File: src/rtl/cache_line_arbiter_if.sv
// Bundle of the instruction-side, data-side and memory-side line ports of the arbiter.
// The master view is the arbiter itself; the slave view is the caches plus memory.
interface cache_line_arbiter_if #(
    parameter int LINE_W = 256,
    parameter int ADDR_W = 32
);
    logic              i_read;
    logic [ADDR_W-1:0] i_addr;
    logic [LINE_W-1:0] i_rdata;
    logic              i_resp;

    logic              d_read;
    logic              d_write;
    logic [ADDR_W-1:0] d_addr;
    logic [LINE_W-1:0] d_wdata;
    logic [LINE_W-1:0] d_rdata;
    logic              d_resp;

    logic              m_read;
    logic              m_write;
    logic [ADDR_W-1:0] m_addr;
    logic [LINE_W-1:0] m_wdata;
    logic [LINE_W-1:0] m_rdata;
    logic              m_resp;

    modport master (
        input  i_read, i_addr, d_read, d_write, d_addr, d_wdata, m_rdata, m_resp,
        output i_rdata, i_resp, d_rdata, d_resp, m_read, m_write, m_addr, m_wdata
    );

    modport slave (
        output i_read, i_addr, d_read, d_write, d_addr, d_wdata, m_rdata, m_resp,
        input  i_rdata, i_resp, d_rdata, d_resp, m_read, m_write, m_addr, m_wdata
    );
endinterface

File: src/rtl/cache_line_arbiter.sv
// Round-robin arbiter sharing one cacheline memory port between I-cache and D-cache.
// One transaction in flight; all outputs come straight from registers.
module cache_line_arbiter #(
    parameter int LINE_W = 256,
    parameter int ADDR_W = 32
) (
    input  logic                 clk,
    input  logic                 rst,
    cache_line_arbiter_if.master bus
);
    typedef enum logic [1:0] {
        IDLE   = 2'd0,
        BUSY_I = 2'd1,
        BUSY_D = 2'd2,
        DONE   = 2'd3
    } state_t;

    localparam logic GRANT_I = 1'b0;
    localparam logic GRANT_D = 1'b1;

    state_t            r_state;
    state_t            w_state_next;
    logic              r_last_grant;
    logic              r_is_write;
    logic              r_i_resp;
    logic              r_d_resp;
    logic              r_m_read;
    logic              r_m_write;
    logic [ADDR_W-1:0] r_m_addr;
    logic [LINE_W-1:0] r_m_wdata;
    logic [LINE_W-1:0] r_i_rdata;
    logic [LINE_W-1:0] r_d_rdata;

    logic              w_d_req;
    logic              w_win_d;

    assign w_d_req = bus.d_read | bus.d_write;

    always_comb begin
        w_state_next = r_state;
        w_win_d      = GRANT_I;
        case (r_state)
            IDLE: begin
                // On a tie the side that did not win last time gets the port.
                if (bus.i_read && w_d_req) begin
                    w_win_d = (r_last_grant == GRANT_I) ? GRANT_D : GRANT_I;
                end else begin
                    w_win_d = w_d_req;
                end
                if (bus.i_read || w_d_req) begin
                    w_state_next = w_win_d ? BUSY_D : BUSY_I;
                end
            end
            BUSY_I: begin
                if (bus.m_resp) begin
                    w_state_next = DONE;
                end
            end
            BUSY_D: begin
                if (bus.m_resp) begin
                    w_state_next = DONE;
                end
            end
            DONE: begin
                w_state_next = IDLE;
            end
            default: begin
                w_state_next = IDLE;
            end
        endcase
    end

    always_ff @(posedge clk) begin
        if (!rst) begin
            r_state      <= IDLE;
            r_last_grant <= GRANT_I;
            r_is_write   <= 1'b0;
            r_i_resp     <= 1'b0;
            r_d_resp     <= 1'b0;
            r_m_read     <= 1'b0;
            r_m_write    <= 1'b0;
            r_m_addr     <= '0;
            r_m_wdata    <= '0;
            r_i_rdata    <= '0;
            r_d_rdata    <= '0;
        end else begin
            r_state  <= w_state_next;
            r_i_resp <= 1'b0;
            r_d_resp <= 1'b0;
            case (r_state)
                IDLE: begin
                    if (w_state_next != IDLE) begin
                        r_last_grant <= w_win_d;
                        if (w_win_d) begin
                            // d_write wins over d_read when both are (illegally) set.
                            r_m_addr   <= bus.d_addr;
                            r_m_wdata  <= bus.d_wdata;
                            r_is_write <= bus.d_write;
                            r_m_write  <= bus.d_write;
                            r_m_read   <= ~bus.d_write;
                        end else begin
                            r_m_addr   <= bus.i_addr;
                            r_is_write <= 1'b0;
                            r_m_write  <= 1'b0;
                            r_m_read   <= 1'b1;
                        end
                    end
                end
                BUSY_I: begin
                    if (bus.m_resp) begin
                        r_i_rdata <= bus.m_rdata;
                        r_i_resp  <= 1'b1;
                        r_m_read  <= 1'b0;
                        r_m_write <= 1'b0;
                    end
                end
                BUSY_D: begin
                    if (bus.m_resp) begin
                        if (!r_is_write) begin
                            r_d_rdata <= bus.m_rdata;
                        end
                        r_d_resp  <= 1'b1;
                        r_m_read  <= 1'b0;
                        r_m_write <= 1'b0;
                    end
                end
                default: begin
                end
            endcase
        end
    end

    assign bus.i_rdata = r_i_rdata;
    assign bus.i_resp  = r_i_resp;
    assign bus.d_rdata = r_d_rdata;
    assign bus.d_resp  = r_d_resp;
    assign bus.m_read  = r_m_read;
    assign bus.m_write = r_m_write;
    assign bus.m_addr  = r_m_addr;
    assign bus.m_wdata = r_m_wdata;
endmodule

File: src/flat_wrapper.sv
// flat-port wrapper written by rule: the top's interface ports become plain ports
module cache_line_arbiter_flat 
#(
    parameter int LINE_W = 256,
    parameter int ADDR_W = 32
)
  (clk, rst, bus_i_read, bus_i_addr, bus_d_read, bus_d_write, bus_d_addr, bus_d_wdata, bus_m_rdata, bus_m_resp, bus_i_rdata, bus_i_resp, bus_d_rdata, bus_d_resp, bus_m_read, bus_m_write, bus_m_addr, bus_m_wdata);
  cache_line_arbiter_if #(.LINE_W(LINE_W), .ADDR_W(ADDR_W)) bus_i ();
  input  logic clk;
  input  logic rst;
  input wire logic [$bits(bus_i.i_read)-1:0] bus_i_read;
  input wire logic [$bits(bus_i.i_addr)-1:0] bus_i_addr;
  input wire logic [$bits(bus_i.d_read)-1:0] bus_d_read;
  input wire logic [$bits(bus_i.d_write)-1:0] bus_d_write;
  input wire logic [$bits(bus_i.d_addr)-1:0] bus_d_addr;
  input wire logic [$bits(bus_i.d_wdata)-1:0] bus_d_wdata;
  input wire logic [$bits(bus_i.m_rdata)-1:0] bus_m_rdata;
  input wire logic [$bits(bus_i.m_resp)-1:0] bus_m_resp;
  output wire logic [$bits(bus_i.i_rdata)-1:0] bus_i_rdata;
  output wire logic [$bits(bus_i.i_resp)-1:0] bus_i_resp;
  output wire logic [$bits(bus_i.d_rdata)-1:0] bus_d_rdata;
  output wire logic [$bits(bus_i.d_resp)-1:0] bus_d_resp;
  output wire logic [$bits(bus_i.m_read)-1:0] bus_m_read;
  output wire logic [$bits(bus_i.m_write)-1:0] bus_m_write;
  output wire logic [$bits(bus_i.m_addr)-1:0] bus_m_addr;
  output wire logic [$bits(bus_i.m_wdata)-1:0] bus_m_wdata;
  assign bus_i.i_read = bus_i_read;
  assign bus_i.i_addr = bus_i_addr;
  assign bus_i.d_read = bus_d_read;
  assign bus_i.d_write = bus_d_write;
  assign bus_i.d_addr = bus_d_addr;
  assign bus_i.d_wdata = bus_d_wdata;
  assign bus_i.m_rdata = bus_m_rdata;
  assign bus_i.m_resp = bus_m_resp;
  assign bus_i_rdata = bus_i.i_rdata;
  assign bus_i_resp = bus_i.i_resp;
  assign bus_d_rdata = bus_i.d_rdata;
  assign bus_d_resp = bus_i.d_resp;
  assign bus_m_read = bus_i.m_read;
  assign bus_m_write = bus_i.m_write;
  assign bus_m_addr = bus_i.m_addr;
  assign bus_m_wdata = bus_i.m_wdata;
  cache_line_arbiter #(.LINE_W(LINE_W), .ADDR_W(ADDR_W)) u_core (.clk(clk), .rst(rst), .bus(bus_i));
endmodule
File: config.mk
export PLATFORM = sky130hd
export DESIGN_NAME = cache_line_arbiter_flat
export DESIGN_NICKNAME = d
export VERILOG_FILES = /design/src/rtl/cache_line_arbiter_if.sv /design/src/rtl/cache_line_arbiter.sv /design/src/flat_wrapper.sv
export SDC_FILE = /design/constraint.sdc
export NUM_CORES = 2
export LEC_CHECK = 0
export CAP_MARGIN = 10
export CORE_AREA = 2 2 545 547
export DETAILED_ROUTE_END_ITERATION = 7
export DIE_AREA = 0 0 547 549
export PLACE_DENSITY = 0.3
export SYNTH_ARGS = -nofsm -noshare
export SYNTH_HDL_FRONTEND = slang
export SYNTH_SLANG_ARGS = --single-unit
export TNS_END_PERCENT = 10
File: constraint.sdc
create_clock -name clk -period 2.7 [get_ports clk]
set_input_delay 0.405 -clock clk [delete_from_list [all_inputs] [get_ports clk]]
set_output_delay 0.405 -clock clk [all_outputs]
set_load 0.03 [all_outputs]
* Yosys cells after proc, flatten, opt, wreduce, memory -nomap -nowiden *
Index checks and enable logic that the tools add are counted.

word-level totals
  word-level logic and storage cells = 49
  input bits = 582
  bits in latches = 0
  bits in registers = 808
  bits in read-only memories = 0
  output and inout port bits = 804
  bits in writable memories = 0
  memories kept = 0

cells by class
  magnitude comparators = 0
  div/mod/pow operators = 0
  bitwise operators = 3
  multiply operators = 0
  shifts and indexed selects = 0
  add/subtract/negate cells = 0
  mux-type cells = 17
  equal/unequal tests = 5
  reductions and logical operators = 13

operators with widths
  operator                                                                  count
  32-bit 2-to-1 mux                                                         1
  1-bit 2-to-1 mux                                                          10
  3-bit AND reduction                                                       3
  2-bit AND reduction                                                       4
  2-bit 2-to-1 mux                                                          3
  2-bit one-hot mux with 3 select lines                                     1
  2-bit equality test (second input constant)                               2
  2-bit by 1-bit inequality test with 1-bit output (second input constant)  2
  1-bit one-hot mux with 2 select lines                                     2
  2-bit nonzero test                                                        2
  2-bit by 1-bit equality test with 1-bit output (second input constant)    1
  2-bit logical NOT                                                         1
  1-bit inverter                                                            2
  2-bit OR reduction                                                        1
  1-bit logical AND                                                         1
  1-bit logical OR                                                          1
  1-bit bitwise OR                                                          1

* Logic depth before layout (Yosys ltp) *
  depth in word-level cells = 10
  mapped depth = 9

* Worst setup path before layout *
No wires, ideal clock.

  kind = register -> register
  from = register u_core.r_state[0]
  to = register u_core.r_m_wdata[216] (netlist: u_core.bus.m_wdata[216])
  period minus slack after synthesis = 2,112 ps
  cell stages (with the launch flop) = 10
  setup time = 70 ps
  path buffers = 2
  slack = 588 ps
  arrival = 2,042 ps
  path through = dfxtp_1 -> inv_1 -> ha_1 -> nor2b_1 -> a221o_1 -> o31ai_4 -> buf_2 -> buf_4 -> nand2_1 -> a21oi_1

between the ends
  longest elaborated chain between the ends = 5
  elaborated cells between the ends (all ways) = 11
  classes of those cells = 3 x eq/ne; 4 x mux; 4 x reduce/logical

RTL lines
  what                                                                                   line                      source
  from (decl)                                                                            cache_line_arbiter.sv:21  state_t r_state;
  from (signal assigned)                                                                 cache_line_arbiter.sv:87  r_state <= w_state_next;
  2-bit by 1-bit equality test with 1-bit output or 2-bit equality test (tied branches)  cache_line_arbiter.sv:42  case (r_state)
  2-bit OR reduction (no source line)                                                    --
  2-bit one-hot mux with 3 select lines                                                  cache_line_arbiter.sv:42
  2-bit nonzero test                                                                     cache_line_arbiter.sv:92  if (w_state_next != IDLE) begin
  3-bit AND reduction (no source line) (*)                                               --
  to (signal assigned)                                                                   cache_line_arbiter.sv:97  r_m_wdata <= bus.d_wdata;
  to (decl)                                                                              cache_line_arbiter.sv:30  logic [LINE_W-1:0] r_m_wdata;

Every way passes the cells marked *; elsewhere a longest branch is shown, timed or not.
A chain may end at the register's enable or synchronous reset.

* Worst setup path after layout *
  from = register u_core.r_state[0]
  to = register u_core.r_m_wdata[71] (netlist: u_core.bus.m_wdata[71])

Same word-level chain as after synthesis.

==> Implementation_results.wiki <==
{| class="wikitable"
! Metric !! Value
|-
| Vias per std cell || 3.374
|-
| Post-route cell area || 51540 um2
|-
| Most instantiated cells after synthesis || sky130_fd_sc_hd__nand2_1, sky130_fd_sc_hd__dfxtp_1, sky130_fd_sc_hd__a21oi_1
|-
| Count of final hold-check violations || 0
|-
| Status || finished, final reports clean
|-
| Global-route wire length before repair || 286600 um
|-
| Static Leak || 17.13 nW
|-
| Clk root buf || sky130_fd_sc_hd__clkbuf_16
|-
| Switching share of power || 37.70%
|-
| Worst path setup slack after routing || 0.1370 ns
|-
| Floorplan die area || 300300 um2
|-
| Synth Warn # || 0
|-
| Pre-CTS setup slack || -0.04466 ns
|-
| Overall power after layout || 46.92 mW
|-
| Clock Latency Late Sink || 0.83 ns
|-
| Iter 0 DRT Violations || 1584
|-
| Instance area at placement || 47390 um2
|-
| Starting density of the core || 9.467%
|-
| Share of total power in the clock network || 33.8%
|-
| Synth Area in Compound Gates || 15.57%
|-
| Register bit count reported by yosys || 808
|-
| Total power density per cell area || 910.4 nW/um2
|-
| Max_slew headroom || 55.59%
|-
| Last weighted congestion value of the routability-driven placer || 0.8164
|-
| CP Launch Type || flip-flop
|-
| Maximum fanout count along the critical path || 19
|-
| Internal Power || 29.23 mW
|-
| Nets || 5527
|-
| Mean cell area of the mapped netlist || 7.841 um2
|-
| Worst setup path category || flip-flop to flip-flop
|-
| Worst EP required || 3.45 ns
|-
| Xor/xnor share of the synthesized area || 0%
|-
| Pin count of the biggest net entering global routing || 86
|-
| Hold Crit Class || input port to flip-flop
|-
| Dominant cells by area after synthesis || sky130_fd_sc_hd__dfxtp_1, sky130_fd_sc_hd__nand2_1, sky130_fd_sc_hd__a21oi_1
|-
| Antenna violations before repair || 128
|-
| Sequential Power Share || 31.5%
|-
| Final setup vio count || 0
|-
| Max-slew violation count || 0
|-
| Gr usage total || 13.90%
|-
| Count of unresolved DRC violations after routing || 0
|-
| Largest family of logic cells by synthesized area || simple AND/OR/NAND/NOR gates
|-
| Internal reg-to-reg setup slack || 0.14 ns
|-
| Proportion of register bits with asynchronous set or reset after synthesis || 0%
|-
| Cell accounting for the most synthesized area || sky130_fd_sc_hd__dfxtp_1
|-
| Placeable core region || 295000 um2
|-
| Proportion of power drawn by combinational gates || 34.7%
|-
| Synthesized Nets || 4149
|-
| Gate count of the mapped netlist || 3562
|-
| Max clock buf depth || 4
|-
| NetSw || 17.69 mW
|-
| Detailed Place HPWL || 175100 um
|-
| Overall via count from detail_route || 30360
|-
| WL final || 219300 um
|-
| Final period utilization || 94.93%
|-
| Ratio of cells with drive above 1 in the final layout || 6.859%
|-
| Die boundary width || 547 um
|-
| Max VDD drop || 0.5503 mV
|-
| Area growth from synthesis to layout || 84.54%
|-
| Inserted Clock Buffers || 115
|-
| Residual overflow from global routing || 0
|-
| Area share of the leading cell type in the synthesized netlist || 57.91%
|-
| Type of destination of the critical path || flip-flop
|-
| Clock transition at the registers of the reported paths || 0.06 ns
|-
| Critical path arrival || 3.32 ns
|-
| First-pass iteration count of the detailed router || 5
|-
| Antenna-violating nets left || 0
|-
| Fraction of synthesized area in multiplexers || 0%
|-
| Final Critical Period || 2.563 ns
|-
| Fmax || 390.2 MHz
|-
| Unrepaired setup endpoints after global routing || no
|-
| Worst clock skew || 0.02270 ns
|-
| Num Clock Sinks || 808
|-
| Cell row count || 200
|-
| Count of flip-flops with a built-in enable after synthesis || 0
|-
| H-tree Lvls || 3
|-
| Synth Area in Simple Gates || 22.34%
|-
| Sequential cell area fraction in the yosys report || 57.91%
|-
| Combined area of all synthesized cells || 27930 um2
|-
| Top-Level Pins || 1386
|-
| Most common cell in the netlist || sky130_fd_sc_hd__nand2_1
|-
| Clock tree from TritonCTS || yes
|-
| Number of global-route vias before repair || 30440
|-
| Top flip-flop cell by instance count after synthesis || sky130_fd_sc_hd__dfxtp_1
|-
| Adder-cell share of the synthesized area || 0.2240%
|-
| Number of buffers added on ports || 1385
|-
| Number of violations of the max-capacitance limit || 0
|-
| Least-Margin Pin Slew || 0.6641 ns
|-
| Netlist cell types || 32
|-
| Wire length per cell after detailed routing || 24.37 um
|-
| Die height || 549 um
|}
worst max-delay path, cell delays in order, from the launching register on:
cell and delay [ns]:
sky130_fd_sc_hd__dfxtp_4 0.37, sky130_fd_sc_hd__inv_1 0.08, sky130_fd_sc_hd__ha_1 0.35, sky130_fd_sc_hd__nor2b_1 0.16, sky130_fd_sc_hd__a221o_1 0.35, sky130_fd_sc_hd__o31ai_4 0.29
sky130_fd_sc_hd__buf_12 0.18, sky130_fd_sc_hd__buf_16 0.19, sky130_fd_sc_hd__clkbuf_16 0.24, sky130_fd_sc_hd__nand2_1 0.07, sky130_fd_sc_hd__a21oi_1 0.14
cells by family after synthesis:
family	Yosys count
fa+ha+maj	5
simple gates	1653
flops	808
compound gates	818
buf+inv	278
stage by stage:
stage                     std cells  setup TNS (ns)  hold WS (ns)  utilization (%)
after floorplan                3562               0        0.4680                -
after global placement         8755        -0.07229        0.4417            16.06
after detailed placement       8755         -0.7414        0.4465            16.06
after CTS                      8965               0       0.02150            17.40
after global routing           8973               0       0.07137            17.45
final                          8999               0        0.1332            17.47
state kept, by name (all words and copies together) (netlist names):
signal	flops
u_core.bus.m_wdata	256
u_core.bus.d_resp	1
u_core.r_last_grant	1
u_core.bus.m_write	1
u_core.bus.i_resp	1
u_core.bus.m_read	1
u_core.bus.m_addr	32
u_core.r_is_write	1
u_core.bus.d_rdata	256
u_core.r_state	2
u_core.bus.i_rdata	256
layout make-up:
cell class | instances | area [um2]
fillers | 33110 | 243500
flip-flops and latches | 808 | 16180
repair buffers | 1533 | 15740
multi-input cells | 2476 | 10710
well taps | 3939 | 4928
clock buffers | 174 | 3441
clock inverters | 33 | 437.9
diodes | 30 | 75.07
inverters | 6 | 30.03
power by group through the flow:
| stage | clock network [mW] | logic [mW] | registers, mW |
|---|---|---|---|
| 2_1_floorplan | 0 | 4.26 | 18.0 |
| 3_3_place_gp | 0 | 16.3 | 15.0 |
| 3_5_place_dp | 0 | 16.3 | 15.0 |
| 4_1_cts | 16.5 | 16.5 | 14.8 |
| 5_1_grt | 16.9 | 17.4 | 15.0 |
| 6_report | 15.8 | 16.3 | 14.8 |
per-layer routing:
layer  share of wire (%)  GRT usage [%]  up-vias
met1                  39          15.41    14350
met2                  47          23.29     1273
met5                0.27              0        -
met4                 1.8          2.575       92
li1                    -              -    14320
met3                  12          7.752      327
cells in the final DEF (no fill, tap or decap), types with 3 or more instances in the layout:
master                               n
sky130_fd_sc_hd__a21boi_0           33
sky130_fd_sc_hd__a21oi_1           737
sky130_fd_sc_hd__a311oi_1           32
sky130_fd_sc_hd__and2_1              3
sky130_fd_sc_hd__and3_1              3
sky130_fd_sc_hd__buf_12             48
sky130_fd_sc_hd__buf_16              5
sky130_fd_sc_hd__buf_4              94
sky130_fd_sc_hd__buf_6               3
sky130_fd_sc_hd__bufinv_16           8
sky130_fd_sc_hd__clkbuf_1           26
sky130_fd_sc_hd__clkbuf_16         120
sky130_fd_sc_hd__clkbuf_8           32
sky130_fd_sc_hd__clkdlybuf4s50_1  1377
sky130_fd_sc_hd__clkinv_2           16
sky130_fd_sc_hd__clkinvlp_4          4
sky130_fd_sc_hd__dfxtp_1           806
sky130_fd_sc_hd__diode_2            30
sky130_fd_sc_hd__ha_1                5
sky130_fd_sc_hd__inv_1               5
sky130_fd_sc_hd__nand2_1          1603
sky130_fd_sc_hd__nor2_1             33
sky130_fd_sc_hd__o21ai_0             3
worst paths after layout:
check	cells past startpoint	startpoint	end
worst min-delay path	3	bus_d_wdata[22]	u_core.bus.m_wdata[22]$_SDFFE_PN0P_
worst max-delay path	10	u_core.r_state[0]$_SDFF_PN0_	u_core.bus.m_wdata[71]$_SDFFE_PN0P_
worst min register to register	2	u_core.bus.m_wdata[111]$_SDFFE_PN0P_	u_core.bus.m_wdata[111]$_SDFFE_PN0P_
worst max register to register	10	u_core.r_state[0]$_SDFF_PN0_	u_core.bus.m_wdata[71]$_SDFFE_PN0P_
what timing repair did:
item / CTS / global route
cloned: 1 / 4
setup endpoints to repair: 2 / 74
pin swaps: 1 / 0
setup buffers: 1 / 0
hold buffers: 1 / 0
resized for setup: 3 / 9
endpoints found under the hold margin: 15 / 0
Note: power is estimated with default switching activity, not from simulation.
